File: config.mk
export PLATFORM = sky130hd
export DESIGN_NAME = fft_input_framer
export DESIGN_NICKNAME = d
export VERILOG_FILES = /design/src/rtl/fft_input_framer.sv
export SDC_FILE = /design/constraint.sdc
export NUM_CORES = 1
export LEC_CHECK = 0
export ABC_AREA = 1
export BUFFER_PORTS_ARGS = -buffer_cell sky130_fd_sc_hd__buf_2
export CAP_MARGIN = 0
export CORE_MARGIN = 5
export CORE_UTILIZATION = 49
export CTS_BUF_LIST = sky130_fd_sc_hd__clkbuf_4
export DETAILED_ROUTE_END_ITERATION = 12
export PLACE_DENSITY = 0.81
export SLEW_MARGIN = 25
export SYNTH_ARGS = -nofsm -noshare
export SYNTH_HDL_FRONTEND = slang
export SYNTH_SLANG_ARGS = --single-unit
File: constraint.sdc
create_clock -name clk -period 10.5 [get_ports clk]
set_clock_uncertainty 0.05 [all_clocks]
set_input_delay 1.575 -clock clk [delete_from_list [all_inputs] [get_ports clk]]
set_output_delay 1.575 -clock clk [all_outputs]
set_load 0.03 [all_outputs]
File: src/rtl/fft_input_framer.sv
// Packs a serial valid/ready stream of complex samples into 4-sample frames through a
// ping-pong buffer and hands each frame to the FFT with a one-cycle start pulse.
module fft_input_framer #(
  parameter int unsigned DATA_W = 32,
  parameter int unsigned CNT_W  = 16
) (
  input  logic              clk,
  input  logic              rst,
  input  logic              in_valid,
  output logic              in_ready,
  input  logic [DATA_W-1:0] in_real,
  input  logic [DATA_W-1:0] in_imag,
  output logic [DATA_W-1:0] x0_real,
  output logic [DATA_W-1:0] x1_real,
  output logic [DATA_W-1:0] x2_real,
  output logic [DATA_W-1:0] x3_real,
  output logic [DATA_W-1:0] x0_imag,
  output logic [DATA_W-1:0] x1_imag,
  output logic [DATA_W-1:0] x2_imag,
  output logic [DATA_W-1:0] x3_imag,
  output logic              start,
  input  logic              fft_done,
  output logic              busy,
  output logic [CNT_W-1:0]  frames_issued
);

  localparam int unsigned FRAME_N = 4;
  localparam int unsigned IDX_W   = 2;

  typedef enum logic [1:0] {
    IDLE  = 2'd0,
    START = 2'd1,
    BUSY  = 2'd2
  } state_t;

  state_t state, state_n;

  logic [DATA_W-1:0] buf_real [2][FRAME_N];
  logic [DATA_W-1:0] buf_imag [2][FRAME_N];
  logic [DATA_W-1:0] x_real [FRAME_N];
  logic [DATA_W-1:0] x_imag [FRAME_N];

  logic [1:0]       full, full_n;
  logic             wr_sel, wr_sel_n, rd_sel;
  logic [IDX_W-1:0] wr_idx;
  logic             wr_fire, wr_last;
  logic             load, rd_release, start_n;

  assign wr_fire = in_valid & in_ready;
  assign wr_last = wr_fire && (wr_idx == IDX_W'(FRAME_N - 1));

  // Buffer occupancy; release and completion never target the same buffer.
  always_comb begin
    full_n   = full;
    wr_sel_n = wr_sel;
    if (rd_release) full_n[rd_sel] = 1'b0;
    if (wr_last) begin
      full_n[wr_sel] = 1'b1;
      wr_sel_n       = ~wr_sel;
    end
  end

  always_ff @(posedge clk or posedge rst) begin
    if (rst) state <= IDLE;
    else     state <= state_n;
  end

  always_comb begin
    state_n    = state;
    start_n    = 1'b0;
    load       = 1'b0;
    rd_release = 1'b0;
    case (state)
      IDLE: begin
        if (full[rd_sel]) begin
          load    = 1'b1;
          state_n = START;
        end
      end
      START: begin
        start_n = 1'b1;
        state_n = BUSY;
      end
      BUSY: begin
        if (fft_done) begin
          rd_release = 1'b1;
          state_n    = IDLE;
        end
      end
      default: state_n = IDLE;
    endcase
  end

  // Sample storage carries no reset: contents are only read once marked full.
  always_ff @(posedge clk) begin
    if (wr_fire) begin
      buf_real[wr_sel][wr_idx] <= in_real;
      buf_imag[wr_sel][wr_idx] <= in_imag;
    end
  end

  always_ff @(posedge clk or posedge rst) begin
    if (rst) begin
      full          <= 2'b00;
      wr_sel        <= 1'b0;
      rd_sel        <= 1'b0;
      wr_idx        <= '0;
      in_ready      <= 1'b0;
      start         <= 1'b0;
      busy          <= 1'b0;
      frames_issued <= '0;
      for (int k = 0; k < FRAME_N; k++) begin
        x_real[k] <= '0;
        x_imag[k] <= '0;
      end
    end else begin
      full     <= full_n;
      wr_sel   <= wr_sel_n;
      in_ready <= ~full_n[wr_sel_n];
      start    <= start_n;
      busy     <= (state_n != IDLE);
      if (wr_fire)    wr_idx <= wr_idx + IDX_W'(1);
      if (rd_release) rd_sel <= ~rd_sel;
      if (start_n)    frames_issued <= frames_issued + CNT_W'(1);
      if (load) begin
        for (int k = 0; k < FRAME_N; k++) begin
          x_real[k] <= buf_real[rd_sel][k];
          x_imag[k] <= buf_imag[rd_sel][k];
        end
      end
    end
  end

  assign x0_real = x_real[0];
  assign x1_real = x_real[1];
  assign x2_real = x_real[2];
  assign x3_real = x_real[3];
  assign x0_imag = x_imag[0];
  assign x1_imag = x_imag[1];
  assign x2_imag = x_imag[2];
  assign x3_imag = x_imag[3];

endmodule

==> insert_results.sql, run 1 <==
INSERT INTO impl_metrics (metric_group, metric, value, unit) VALUES
('synthesis', 'synth.distinct_cells', '25', ''),
('critical_path', 'setup.worst_path.end_class', 'flip-flop', ''),
('finish', 'multi_input_area', '6480', 'um^2'),
('pwr', 'total_power', '0.0114', 'W'),
('timing', 'fmax', '212', 'MHz'),
('detailed_routing', 'antenna_left', '0', ''),
('die', 'dieHeight', '256', 'um'),
('synthesis', 'ys_seq_area_share', '75.7', '%'),
('synthesis', 'syn-mean-instance-area', '14.4', 'um^2'),
('timing', 'unrepaired_setup_endpoints_after_global_routing', 'no', ''),
('die', 'die_width', '256', 'um'),
('clock_tree', 'setup_repair_bufs_after_cts', '0', ''),
('pwr', 'worst_ir_drop_vdd', '257', 'uV'),
('timing', 'maxSlewViolCount', '0', ''),
('grt', 'grtUsageTotal', '21.3', '%'),
('timing', 'timing.final.crit_share', '44.8', '%'),
('die', 'num_io_pins', '343', ''),
('clock_tree', 'tritoncts', 'built', ''),
('clock_tree', 'cts.hold.buffers_added', '0', ''),
('detailed_routing', 'routed_wirelength', '70000', 'um'),
('timing', 'max_slew_margin', '33.8', '%'),
('timing', 'hold_violations', '0', ''),
('finish', 'final_nets', '2581', ''),
('finish', 'final_cell_mix', '526 x sky130_fd_sc_hd__nor2_1, 512 x sky130_fd_sc_hd__edfxtp_1, 342 x sky130_fd_sc_hd__buf_2, 289 x sky130_fd_sc_hd__nand2_1, 286 x sky130_fd_sc_hd__clkbuf_4', ''),
('detailed_routing', 'm1WireLength', '27500', 'um'),
('detailed_routing', 'vias', '18315', ''),
('die', 'core_area', '60100', 'um^2'),
('critical_path', 'cpMostUsedCell', 'sky130_fd_sc_hd__nand2_1', ''),
('place', 'place.gp.congestion', '0.814', ''),
('die', 'rows', '90', ''),
('clock_tree', 'post_cts.resized_instances', '0', ''),
('detailed_routing', 'detail_route.vias_per_cell', '5.28', ''),
('clock_tree', 'clk_pin_slew_worst_paths', '0.07', 'ns'),
('clock_tree', 'clkLatencyLatePin', '1.01', 'ns'),
('pwr', 'power.density_cell_area', '331', 'nW/um^2'),
('finish', 'drive_above_1_share', '33.9', '%'),
('finish', 'layout.cells.most_common', 'sky130_fd_sc_hd__nor2_1', ''),
('critical_path', 'crit_type', 'reg -> reg', ''),
('detailed_routing', 'first_pass_iters', '5', ''),
('finish', 'filler_cell_count', '4606', ''),
('synthesis', 'ys.warnings.count', '0', ''),
('timing', 'max_slew.worst_pin.slew', '0.993', 'ns'),
('detailed_routing', 'drcViolationCount', '0', ''),
('timing', 'setup-violations-final', '0', ''),
('timing', 'final.setup.tns', '0', 'ns'),
('finish', 'area_growth_from_synthesis_to_final_layout', '16.6', '%'),
('clock_tree', 'tritoncts_sinks', '795', ''),
('critical_path', 'timing.critical_path.cells', 'inv_8 -> nand2_1 -> nand2_1 -> nand3_4 -> buf_4 -> buf_12 -> buf_16 -> nand2_1 -> o31ai_2', ''),
('critical_path', 'critical_path_start_type', 'flip-flop', ''),
('critical_path', 'timing.critical_path.slowest_stage_cell', 'sky130_fd_sc_hd__dfrtp_4', ''),
('detailed_routing', 'met2_length', '35200', 'um'),
('finish', 'postLayoutCoreUtil', '57.5', '%'),
('job', 'timing.max_cap.violations', '0', ''),
('critical_path', 'maximum_fanout_count_along_the_critical_path', '134', ''),
('die', 'floorplan.die_area', '65600', 'um^2'),
('grt', 'grt_pass1_wl', '109000', 'um'),
('hold_path', 'worstHoldPathType', 'reg -> reg', ''),
('grt', 'via_count_of_the_first_global_routing_pass', '19240', ''),
('outcome', 'outcome', 'finished clean', ''),
('critical_path', 'critical_path_arrival', '5.54', 'ns'),
('detailed_routing', 'initialDrtViolationCount', '1230', ''),
('clock_tree', 'maximum_level_of_the_cts_h_tree', '4', ''),
('clock_tree', 'number_of_buffers_added_by_the_clock_tree_synthesis_step', '193', ''),
('grt', 'largest_net_degree_at_the_start_of_global_routing', '202', ''),
('clock_tree', 'clockBufferDepth', '3', ''),
('synthesis', 'syn-num-nets', '2131', ''),
('finish', 'stdcell_count', '3469', ''),
('critical_path', 'worstPathRequired', '11.33', 'ns'),
('synthesis', 'ys_ff_latch', '795', ''),
('detailed_routing', 'routed_wire_length_per_instance', '20.2', 'um'),
('place', 'post-place-cells', '3092', '');
## layer usage
metal | track usage, % | up-vias
li1 | - | 8284
met1 | 26.0 | 9178
met2 | 34.9 | 657
met3 | 5.54 | 196
met4 | 11.5 | 0
met5 | 0 | -
## worst max-delay path: cells and delay by family (launching register included)
family / cells / cell delay (ns)
AOI/OAI and AO/OA: 1 / 0.09
and+or+nand+nor: 4 / 1.01
DFF: 1 / 0.97
buffers and inverters: 4 / 2.16
## Yosys cell counts
cell                       number  area share, %
sky130_fd_sc_hd__a21oi_1        1          0.017
sky130_fd_sc_hd__buf_1          2          0.025
sky130_fd_sc_hd__buf_2         24           0.40
sky130_fd_sc_hd__buf_4         10           0.25
sky130_fd_sc_hd__buf_6         26           0.99
sky130_fd_sc_hd__clkbuf_1      52           0.66
sky130_fd_sc_hd__dfrtp_1      283             24
sky130_fd_sc_hd__edfxtp_1     512             52
sky130_fd_sc_hd__ha_1           7           0.30
sky130_fd_sc_hd__inv_1         27           0.34
sky130_fd_sc_hd__inv_4          1          0.021
sky130_fd_sc_hd__mux2i_1        1          0.034
sky130_fd_sc_hd__nand2_1      289            3.7
sky130_fd_sc_hd__nand3_1       10           0.17
sky130_fd_sc_hd__nand3b_1       1          0.025
sky130_fd_sc_hd__nand4_1        2          0.042
sky130_fd_sc_hd__nor2_1       526            6.7
sky130_fd_sc_hd__nor3_1         6           0.10
sky130_fd_sc_hd__nor3_2         1          0.034
sky130_fd_sc_hd__o21ai_0        5          0.084
sky130_fd_sc_hd__o31ai_1       42            1.1
sky130_fd_sc_hd__o31ai_2      214            9.0
sky130_fd_sc_hd__or2_1          1          0.021
sky130_fd_sc_hd__xnor2_1        6           0.18
sky130_fd_sc_hd__xor2_1         7           0.21
## power by group
part | internal (W) | total, W | switching (W)
clock network | 0.00133 | 0.00256 | 0.00123
registers | 0.00411 | 0.00456 | 0.000444
logic | 0.00121 | 0.00433 | 0.00311
## kinds of logic (layout without fill, tap and decap cells)
family	Yosys count	in the layout	synth area share [%]
simple gates	836	836	10.7
flops	795	795	75.7
compound gates	262	262	10.2
buf+inv	142	761	2.69
xor+xnor	13	13	0.384
fa+ha+maj	7	7	0.295
mux	1	1	0.0337
other cells	0	12	0
## through the flow
| stage | hold slack (ns) | area [um^2] | setup slack (ns) |
|---|---|---|---|
| finish | 0.430 | 34600 | 5.79 |
| global route | 0.452 | 34600 | 5.50 |
| CTS | 0.432 | 34500 | 5.93 |
| detailed placement | 0.416 | 32000 | 5.98 |
| global placement | 0.409 | 32000 | 6.09 |
| floorplan | 0.452 | 29700 | 1.07 |
## registers in the layout, indices dropped and copies added, names as in the netlist, 2 cells and up
register and flops:
state 2, x0_real 32, x0_imag 32, x1_imag 32, x1_real 32, frames_issued 16, wr_idx 2, buf_real 256
x3_real 32, x2_real 32, buf_imag 256, x2_imag 32, full 2, x3_imag 32
## final timing paths
kind | from | endpoint | slack, ns | cells after the start
worst min-delay path | x3_real[1] | x3_real[1] | 0.43 | 2
max in group asynchronous | rst | x1_imag[1] | 7.69 | 4
worst max register to register | rd_sel | x2_imag[5] | 5.79 | 9
worst max-delay path | rd_sel | x2_imag[5] | 5.79 | 9
min in group asynchronous | rst | x2_real[24] | 0.61 | 2
worst min register to register | x3_real[1] | x3_real[1] | 0.43 | 2
## layout make-up
type / count / share of cell area (%)
diodes: 12 / 0.0868
flip-flops and latches: 795 / 64.9
well taps: 782 / 2.83
clock inverters: 78 / 1.19
multi-input cells: 1119 / 18.7
inverters: 28 / 0.347
clock buffers: 286 / 6.21
repair buffers: 369 / 5.66
Note: power is estimated with default switching activity, not from simulation.
==> run 2, diff against run 1 <==
==> constraint.sdc (replaced) <==
create_clock -name clk -period 4.47 [get_ports clk]
set_clock_uncertainty 0.05 [all_clocks]
set_input_delay 0.6705 -clock clk [delete_from_list [all_inputs] [get_ports clk]]
set_output_delay 0.6705 -clock clk [all_outputs]
set_load 0.03 [all_outputs]
==> run 2 against run 1 <==
  * Combinational power rose by 140%
  * Via count rose by 1.4%
  * Global-route usage rose by 0.41 points
  * Critical path depth decreased by 4
  * Clock power is 140% higher
  * Critical path type unchanged
  * Setup slack got worse by 4.2 ns
  * Critical endpoint is now x3_imag[22]
  * Clock-buffer cell count up 9
==> insert_results.sql, run 2 (synthesized netlist as in run 1, its figures left out) <==
INSERT INTO impl_metrics (metric_group, metric, value, unit) VALUES
('finish', 'reg.largest.list', 'buf_imag (256), buf_real (256)', ''),
('critical_path', 'worst_path_dominant_cell_family', 'buffers and inverters', ''),
('critical_path', 'maximum_fanout_count_along_the_critical_path', '83', ''),
('grt', 'grt_overflow_total', '0', ''),
('clock_tree', 'setup_repair_bufs_after_cts', '0', ''),
('detailed_routing', 'initialDrtViolationCount', '1351', ''),
('detailed_routing', 'detail_route.vias_per_cell', '5.26', ''),
('pwr', 'power.density_cell_area', '767', 'nW/um^2'),
('grt', 'grtUsageTotal', '21.7', '%'),
('timing', 'max_slew.worst_pin.slew', '1.06', 'ns'),
('critical_path', 'critical_path_start_type', 'flip-flop', ''),
('grt', 'antenna_violations_before_repair', '1', ''),
('detailed_routing', 'routed_wire_length_per_instance', '20.1', 'um'),
('clock_tree', 'clockBufferDepth', '3', ''),
('timing', 'hold_slack', '0.201', 'ns'),
('detailed_routing', 'routed_wirelength', '71100', 'um'),
('timing', 'max_slew_margin', '29.6', '%'),
('clock_tree', 'post_cts.resized_instances', '0', ''),
('timing', 'setup-violations-final', '0', ''),
('place', 'place.gp.congestion', '0.824', ''),
('timing', 'final.setup.tns', '0', 'ns'),
('die', 'die_width', '256', 'um'),
('critical_path', 'timing.critical_path.slowest_stage_cell', 'sky130_fd_sc_hd__buf_4', ''),
('critical_path', 'crit_type', 'reg -> reg', ''),
('finish', 'area_growth_from_synthesis_to_final_layout', '19.4', '%'),
('detailed_routing', 'antenna_left', '0', ''),
('pwr', 'worst_ir_drop_vdd', '503', 'uV'),
('finish', 'final_nets', '2657', ''),
('timing', 'timing.final.crit_share', '63.7', '%'),
('pwr', 'total_leakage_power', '14.5', 'nW'),
('timing', 'timing.final.crit_period', '2.85', 'ns'),
('grt', 'largest_net_degree_at_the_start_of_global_routing', '129', ''),
('job', 'timing.max_cap.violations', '0', ''),
('die', 'floorplan.die_area', '65600', 'um^2'),
('critical_path', 'timing.critical_path.cells', 'inv_8 -> buf_4 -> buf_4 -> nor2_1 -> o31ai_2', ''),
('clock_tree', 'clkLatencyLatePin', '1.01', 'ns'),
('clock_tree', 'maximum_level_of_the_cts_h_tree', '4', ''),
('clock_tree', 'root_buffer', 'sky130_fd_sc_hd__clkbuf_4', ''),
('timing', 'fmax', '351', 'MHz'),
('critical_path', 'r2r-start', 'rd_sel', ''),
('detailed_routing', 'first_pass_iters', '5', ''),
('die', 'num_io_pins', '343', ''),
('critical_path', 'worst_path_largest_cell_delay', '0.83', 'ns'),
('place', 'dp.final_hpwl', '41700', 'um'),
('critical_path', 'setup.worst_path.end_class', 'flip-flop', ''),
('die', 'core_area', '60100', 'um^2'),
('outcome', 'outcome', 'finished clean', ''),
('grt', 'via_count_of_the_first_global_routing_pass', '19486', ''),
('clock_tree', 'number_of_buffers_added_by_the_clock_tree_synthesis_step', '191', ''),
('clock_tree', 'tritoncts_sinks', '795', ''),
('grt', 'grt_pass1_wl', '111000', 'um'),
('critical_path', 'critical_path_arrival', '3.67', 'ns'),
('critical_path', 'path_buf_inv', '3', ''),
('finish', 'drive_above_1_share', '33.9', '%'),
('hold_path', 'worstHoldPathType', 'in -> async', ''),
('place', 'port-buffer-count', '342', ''),
('finish', 'final_cell_mix', '526 x sky130_fd_sc_hd__nor2_1, 512 x sky130_fd_sc_hd__edfxtp_1, 342 x sky130_fd_sc_hd__buf_2, 295 x sky130_fd_sc_hd__clkbuf_4, 289 x sky130_fd_sc_hd__nand2_1', ''),
('critical_path', 'worstPathRequired', '5.30', 'ns'),
('timing', 'unrepaired_setup_endpoints_after_global_routing', 'no', ''),
('detailed_routing', 'vias', '18575', ''),
('finish', 'layout.cells.most_common', 'sky130_fd_sc_hd__nor2_1', ''),
('clock_tree', 'clk_pin_slew_worst_paths', '0.07', 'ns'),
('die', 'dieHeight', '256', 'um'),
('critical_path', 'crit_start', 'rd_sel', ''),
('die', 'rows', '90', ''),
('timing', 'hold_violations', '0', ''),
('critical_path', 'cpMostUsedCell', 'sky130_fd_sc_hd__buf_4', ''),
('die', 'floorplan.initialDensity', '49.3', '%'),
('detailed_routing', 'drcViolationCount', '0', ''),
('timing', 'maxSlewViolCount', '0', ''),
('clock_tree', 'tritoncts', 'built', '');
run 2: worst paths after layout:
path / slack [ns] / cells after the start / to
setup / recovery: 1.62 / 5 / x3_imag[22]
max in group asynchronous: 2.96 / 4 / x0_imag[4]
hold / removal: 0.20 / 3 / x2_real[26]
setup reg to reg: 1.62 / 5 / x3_imag[22]
hold reg to reg: 0.43 / 2 / x3_imag[14]
min in group clk: 0.42 / 2 / buf_real[1][73]
run 2: layout make-up:
cell class	count	area (um^2)
diodes	1	2.50
clock buffers	295	2210
clock inverters	65	379
fillers	4504	24700
inverters	28	116
multi-input cells	1119	6480
flip-flops and latches	795	22500
well taps	782	978
repair buffers	447	2780
run 2: worst reg2reg max path: cells and delay by family, from the launching register on:
kind / cells / cell delay (ns)
AOI/OAI and AO/OA: 1 / 0.32
buffers and inverters: 3 / 1.70
DFF: 1 / 0.51
and+or+nand+nor: 1 / 0.18
run 2: where the power goes:
part           internal, W  switching, W
sequential         0.00966      0.000946
combinational      0.00301       0.00747
clock              0.00317       0.00290
run 2: what timing repair did:
item,4_1_cts,5_1_grt
endpoints found under the hold margin,530,0
hold buffers,67,0
setup endpoints to repair,0,0
run 2: per-layer routing:
layer	track usage (%)	part of all wire, %	vias to the layer above
met5	0	0	-
met4	10.8	4.3	0
met1	26.5	39	9300
met2	36.4	52	661
li1	-	-	8437
met3	5.22	5.3	177
run 2: through the flow:
| stage | util (%) | total power (W) | setup slack (ns) | std cells | area [um^2] |
|---|---|---|---|---|---|
| after detailed placement | 53.4 | 0.0212 | 1.62 | 3103 | 32100 |
| after floorplan | - | 0.0183 | -1.36 | 2056 | 29700 |
| after global routing | 58.9 | 0.0287 | 1.44 | 3532 | 35400 |
| after global placement | 53.4 | 0.0208 | 1.75 | 3103 | 32100 |
| final | 58.9 | 0.0272 | 1.62 | 3532 | 35400 |
| after CTS | 58.8 | 0.0273 | 1.53 | 3530 | 35400 |
